<file path="src/rtl/systolic_fir_reload.sv">
// Streaming TAP-tap signed FIR with a double-buffered, runtime-reloadable
// coefficient bank and a fixed 3-stage multiply / sum / round-saturate pipeline.
module systolic_fir_reload #(
    parameter int                   TAP      = 4,
    parameter int                   XIN_W    = 16,
    parameter int                   COE_W    = 16,
    parameter int                   ACC_W    = 48,
    parameter int                   YOUT_W   = 25,
    parameter int                   SHIFT    = 0,
    // {129, -138, 14, 7} with h0 in the LSBs
    parameter logic [TAP*COE_W-1:0] COE_INIT = 64'h0081_FF76_000E_0007
) (
    input  logic                     clk,
    input  logic                     rst_n,
    input  logic                     x_vld,
    input  logic signed [XIN_W-1:0]  x_in,
    input  logic                     coe_wr,
    input  logic [$clog2(TAP)-1:0]   coe_addr,
    input  logic signed [COE_W-1:0]  coe_data,
    input  logic                     coe_swap,
    output logic                     y_vld,
    output logic signed [YOUT_W-1:0] y_out,
    output logic                     y_sat
);

    localparam int             PROD_W = XIN_W + COE_W;
    localparam logic [ACC_W:0] RND    = ((ACC_W+1)'(1) << SHIFT) >> 1;

    if (TAP < 2) begin : g_chk_tap
        $error("systolic_fir_reload: TAP must be at least 2");
    end
    if (ACC_W < PROD_W + $clog2(TAP)) begin : g_chk_acc
        $error("systolic_fir_reload: ACC_W too narrow for full-precision sum");
    end
    if (YOUT_W > ACC_W) begin : g_chk_yout
        $error("systolic_fir_reload: YOUT_W must not exceed ACC_W");
    end

    logic signed [COE_W-1:0]  act_q  [TAP];
    logic signed [COE_W-1:0]  shd_q  [TAP];
    logic signed [XIN_W-1:0]  hist_q [TAP];
    logic signed [XIN_W-1:0]  hist_d [TAP];

    logic                     s1_vld_q;
    logic signed [XIN_W-1:0]  s1_x_q [TAP];
    logic signed [COE_W-1:0]  s1_h_q [TAP];
    logic                     s2_vld_q;
    logic signed [PROD_W-1:0] s2_p_q [TAP];

    logic signed [ACC_W-1:0]  acc_c;
    logic signed [ACC_W:0]    rnd_c;
    logic signed [ACC_W:0]    r_c;
    logic                     fits_c;
    logic signed [YOUT_W-1:0] y_d;
    logic                     sat_d;

    logic                     y_vld_q;
    logic signed [YOUT_W-1:0] y_out_q;
    logic                     y_sat_q;

    always_ff @(posedge clk or negedge rst_n) begin
        if (!rst_n) begin
            for (int k = 0; k < TAP; k++) begin
                act_q[k] <= COE_INIT[k*COE_W +: COE_W];
                shd_q[k] <= COE_INIT[k*COE_W +: COE_W];
            end
        end else begin
            // NOTE: non-blocking assignments make the swap copy the shadow bank
            // as it stood before this edge, so a same-cycle write never reaches
            // the active bank.
            if (coe_swap) act_q <= shd_q;
            if (coe_wr) shd_q[coe_addr] <= coe_data;
        end
    end

    // History as it will look once the current sample is accepted.
    always_comb begin
        hist_d[0] = x_in;
        for (int k = 1; k < TAP; k++) hist_d[k] = hist_q[k-1];
    end

    // Stage 1: history plus a snapshot of the bank in force for this sample.
    always_ff @(posedge clk or negedge rst_n) begin
        if (!rst_n) begin
            hist_q   <= '{default: '0};
            s1_vld_q <= 1'b0;
            s1_x_q   <= '{default: '0};
            s1_h_q   <= '{default: '0};
        end else begin
            s1_vld_q <= x_vld;
            if (x_vld) begin
                hist_q <= hist_d;
                s1_x_q <= hist_d;
                s1_h_q <= act_q;
            end
        end
    end

    always_ff @(posedge clk or negedge rst_n) begin
        if (!rst_n) begin
            s2_vld_q <= 1'b0;
            s2_p_q   <= '{default: '0};
        end else begin
            s2_vld_q <= s1_vld_q;
            if (s1_vld_q) begin
                for (int k = 0; k < TAP; k++) s2_p_q[k] <= s1_x_q[k] * s1_h_q[k];
            end
        end
    end

    // Sum at full precision, round half up, then clip when the upper bits
    // above the output sign bit are not a pure sign extension.
    always_comb begin
        acc_c = '0;
        for (int k = 0; k < TAP; k++) begin
            acc_c = acc_c + {{(ACC_W-PROD_W){s2_p_q[k][PROD_W-1]}}, s2_p_q[k]};
        end
        rnd_c  = {acc_c[ACC_W-1], acc_c} + RND;
        r_c    = rnd_c >>> SHIFT;
        fits_c = (&r_c[ACC_W:YOUT_W-1]) | ~(|r_c[ACC_W:YOUT_W-1]);
        sat_d  = ~fits_c;
        if (fits_c) begin
            y_d = r_c[YOUT_W-1:0];
        end else if (r_c[ACC_W]) begin
            y_d = {1'b1, {(YOUT_W-1){1'b0}}};
        end else begin
            y_d = {1'b0, {(YOUT_W-1){1'b1}}};
        end
    end

    always_ff @(posedge clk or negedge rst_n) begin
        if (!rst_n) begin
            y_vld_q <= 1'b0;
            y_out_q <= '0;
            y_sat_q <= 1'b0;
        end else begin
            y_vld_q <= s2_vld_q;
            y_sat_q <= s2_vld_q & sat_d;
            if (s2_vld_q) y_out_q <= y_d;
        end
    end

    assign y_vld = y_vld_q;
    assign y_out = y_out_q;
    assign y_sat = y_sat_q;

endmodule

</file>
<file path="config.mk">
export PLATFORM = sky130hd
export DESIGN_NAME = systolic_fir_reload
export DESIGN_NICKNAME = d
export VERILOG_FILES = /design/src/rtl/systolic_fir_reload.sv
export SDC_FILE = /design/constraint.sdc
export NUM_CORES = 2
export LEC_CHECK = 0
export CAP_MARGIN = 20
export CORE_ASPECT_RATIO = 1.5
export CORE_MARGIN = 2
export CORE_UTILIZATION = 50
export DETAILED_ROUTE_END_ITERATION = 6
export PLACE_DENSITY = 0.68
export SYNTH_ARGS = -nofsm -noshare
export SYNTH_HDL_FRONTEND = slang
export SYNTH_SLANG_ARGS = --single-unit
export TNS_END_PERCENT = 1
</file>
<file path="constraint.sdc">
create_clock -name clk -period 6.3 [get_ports clk]
set_input_delay 1.575 -clock clk [delete_from_list [all_inputs] [get_ports clk]]
set_output_delay 1.575 -clock clk [all_outputs]
set_load 0.02 [all_outputs]
</file>
==> impl_metrics.env <==
export IMPL_skew_ps=18.5
export IMPL_yosys_cell_count_top_type="inv_1"
export IMPL_area_growth_pct=13.7
export IMPL_clock_sinks=413
export IMPL_ys_warn_count=0
export IMPL_drv_slew=0
export IMPL_hp_class="flip-flop to flip-flop"
export IMPL_r2r_start="s1_x_q[54]"
export IMPL_grt_pass1_vias=44800
export IMPL_dieArea_mm2=0.117
export IMPL_cp_start_kind="flip-flop"
export IMPL_yosysSeqAreaShare_pct=18.2
export IMPL_fin_crit_sh_pct=102
export IMPL_relSlewSlack_pct=31.6
export IMPL_ant_nets=0
export IMPL_timing_rr_end="s2_p_q[126]"
export IMPL_htreeDepth=2
export IMPL_grt_max_degree=127
export IMPL_layoutNonFillerInstCount=7464
export IMPL_status="complete, but fails checks"
export IMPL_synth_main_ff_cell="dfrtp_1"
export IMPL_grt_first_pass_wirelength_um=246000
export IMPL_synth_edf_count=0
export IMPL_grt_overflow=0
export IMPL_max_cap_violations=0
export IMPL_clkLatencyLatePin_ps=610
export IMPL_hold_viol_final=0
export IMPL_vias=40100
export IMPL_coreArea_mm2=0.113
export IMPL_yosys_top_cells_area="fa_1 (39%), dfrtp_1 (16%), ha_1 (7.9%), inv_1 (7.6%), mux2_2 (6.9%)"
export IMPL_rsz0062_at_grt="true"
export IMPL_die_w_um=280
export IMPL_synth_cell_types=73
export IMPL_reg2reg_depth=21
export IMPL_cp_max_fo=8
export IMPL_antenna_found_initial=5
export IMPL_clkTransAtPathRegs_ps=70
export IMPL_setup_viol=7
export IMPL_firstDrtPassIters=6
export IMPL_min_period_ps=6400
export IMPL_required_ps=6780
export IMPL_r2r_slack_ps=-100
export IMPL_cts_buffer_depth=3
export IMPL_setup_ws_ps=-98.6
export IMPL_max_freq_mhz=156
export IMPL_die_h_um=418
export IMPL_synthCells=5538
export IMPL_async_flop_share_pct=100
export IMPL_rows=151
export IMPL_hpwl_um=130000
export IMPL_routed_wl_um=155000
export IMPL_violations="setup timing"
export IMPL_synth_seq_cells=413
export IMPL_syn_area_per_cell_um2=10.3
export IMPL_worst_setup_path_end_kind="flip-flop"
export IMPL_endpoint="s2_p_q[126]"
export IMPL_cts_tree="done"
export IMPL_numCtsBuffers=45
export IMPL_vias_per_cell=5.37
export IMPL_initial_core_util_pct=50.5
export IMPL_crit_arrival_ps=6880
export IMPL_ios=66
export IMPL_drc=0
export IMPL_syn_nets=7052
export IMPL_grtUsageTotal_pct=27.6
export IMPL_place_gp_congestion=0.934
export IMPL_root_buffer="clkbuf_16"
export IMPL_tightest_slew_ps=1020
export IMPL_syn_area_mm2=0.0571
export IMPL_layout_nets=7486
export IMPL_wire_per_inst_um=20.8
export IMPL_setup_worst_path_start="s1_x_q[54]"
export IMPL_ys_top_cells_by_count="inv_1 (1,160), fa_1 (1,113), nand2_1 (539)"
export IMPL_path_class="flip-flop to flip-flop"
export IMPL_synth_top_area_cell="fa_1"
export IMPL_io_buffer_count=65
export IMPL_drt_initial_drc_count=2018
export IMPL_dp_cells=7362
export IMPL_drive_above_1_share_pct=18.9
export IMPL_synth_top_cell_area_share_pct=39.0
-- how the worst min path moves through the flow --
stage	start	to	slack (ps)	cells after the start
5_1_grt	shd_q[58]	shd_q[58]	510	1
3_5_place_dp	act_q[15]	s1_h_q[15]	470	2
4_1_cts	act_q[15]	s1_h_q[15]	490	2
6_report	act_q[15]	s1_h_q[15]	490	2
2_1_floorplan	s1_vld_q	s2_vld_q	350	0
3_3_place_gp	act_q[63]	s1_h_q[63]	470	2
-- placed cells by master (no fill, tap or decap), types with 13 or more instances in the layout --
cell type | netlist | layout
buf_12 | 0 | 13
o211ai_1 | 13 | 13
dfrtp_1 | 371 | 314
a31oi_1 | 27 | 26
and2_1 | 501 | 501
nor2b_1 | 13 | 13
fa_1 | 1113 | 1102
nand2_1 | 539 | 535
a21oi_1 | 130 | 114
nand3_1 | 27 | 26
o21ai_1 | 11 | 20
nor2_1 | 144 | 142
a21oi_2 | 0 | 15
o21bai_1 | 15 | 15
clkdlybuf4s50_1 | 0 | 62
o21ai_0 | 87 | 76
a21o_1 | 60 | 60
mux2_2 | 349 | 349
xnor2_1 | 119 | 117
buf_4 | 2 | 497
inv_1 | 1160 | 1159
dfstp_2 | 42 | 42
nor3_1 | 20 | 20
ha_1 | 362 | 355
nand2b_1 | 32 | 32
clkbuf_16 | 0 | 45
dfrtp_2 | 0 | 56
xor2_1 | 43 | 42
o21a_1 | 18 | 18
-- stage by stage --
stage | setup TNS, ps | util (%) | worst slack (ps) | cell area (um2) | hold slack [ps]
floorplan | -21.5 | - | -9.11 | 57400 | 352
global placement | -2800 | 55.5 | -339 | 62900 | 466
detailed placement | -3720 | 55.5 | -381 | 62900 | 474
CTS | -370 | 57.2 | -139 | 64700 | 487
global route | -4880 | 57.4 | -378 | 65000 | 513
finish | -406 | 57.4 | -98.6 | 65000 | 487
-- layer usage --
metal	track usage (%)	share of wire (%)	wire (um)
met1	30.6	35	53800
met2	49.8	53	82200
met3	2.03	3.6	5520
met4	19.8	8.7	13500
met5	0	0	0
-- logic make-up after synthesis --
kind of cell,share of synthesized area (%)
AO/OA/AOI/OAI,4.97
XOR/XNOR,2.48
adder cells (fa/ha/maj),46.9
buffers and inverters,8.93
flip-flops,18.2
multiplexers,6.91
AND/OR/NAND/NOR,11.6
-- timing repair --
action	in CTS	in global routing
hold endpoints to repair	0	0
buffers inserted	13	2
hold buffers	0	0
pin swaps	22	19
gates resized for setup	72	50
endpoints found under the setup margin	29	43
-- flip-flops by register name, summed over array words and instances, names as in the netlist --
name	cells
s1_h_q	64
s1_vld_q	1
y_sat	1
y_vld	1
s2_vld_q	1
s2_p_q	128
act_q	64
shd_q	64
y_out	25
s1_x_q	64
-- cell type report --
| cell class | count | area [um2] |
|---|---|---|
| Tap cell | 1453 | 1820 |
| Clock buffer | 51 | 1160 |
| Clock inverter | 32 | 454 |
| Fill cell | 9539 | 48200 |
| Timing Repair Buffer | 581 | 4720 |
| Inverter | 1160 | 4350 |
| Sequential cell | 413 | 10500 |
| Multi-Input combinational cell | 3771 | 42000 |
| Antenna cell | 3 | 7.51 |
-- critical path, cell delays in order, from the launching register on --
cell	delay, ps
dfrtp_2	460
buf_4	160
and2_1	160
fa_1	520
fa_1	520
fa_1	600
fa_1	430
fa_1	490
inv_1	50
fa_1	470
inv_1	40
ha_1	290
a21o_1	160
a21o_1	180
a21o_1	170
a21o_1	210
a2111oi_4	290
nor2_1	80
or4_1	410
a31o_1	200
xor2_1	140
mux2_2	250
Power is left out: the tool's default activity adds up to more than one toggle a clock period on the data nets, which glitch-free logic cannot reach.
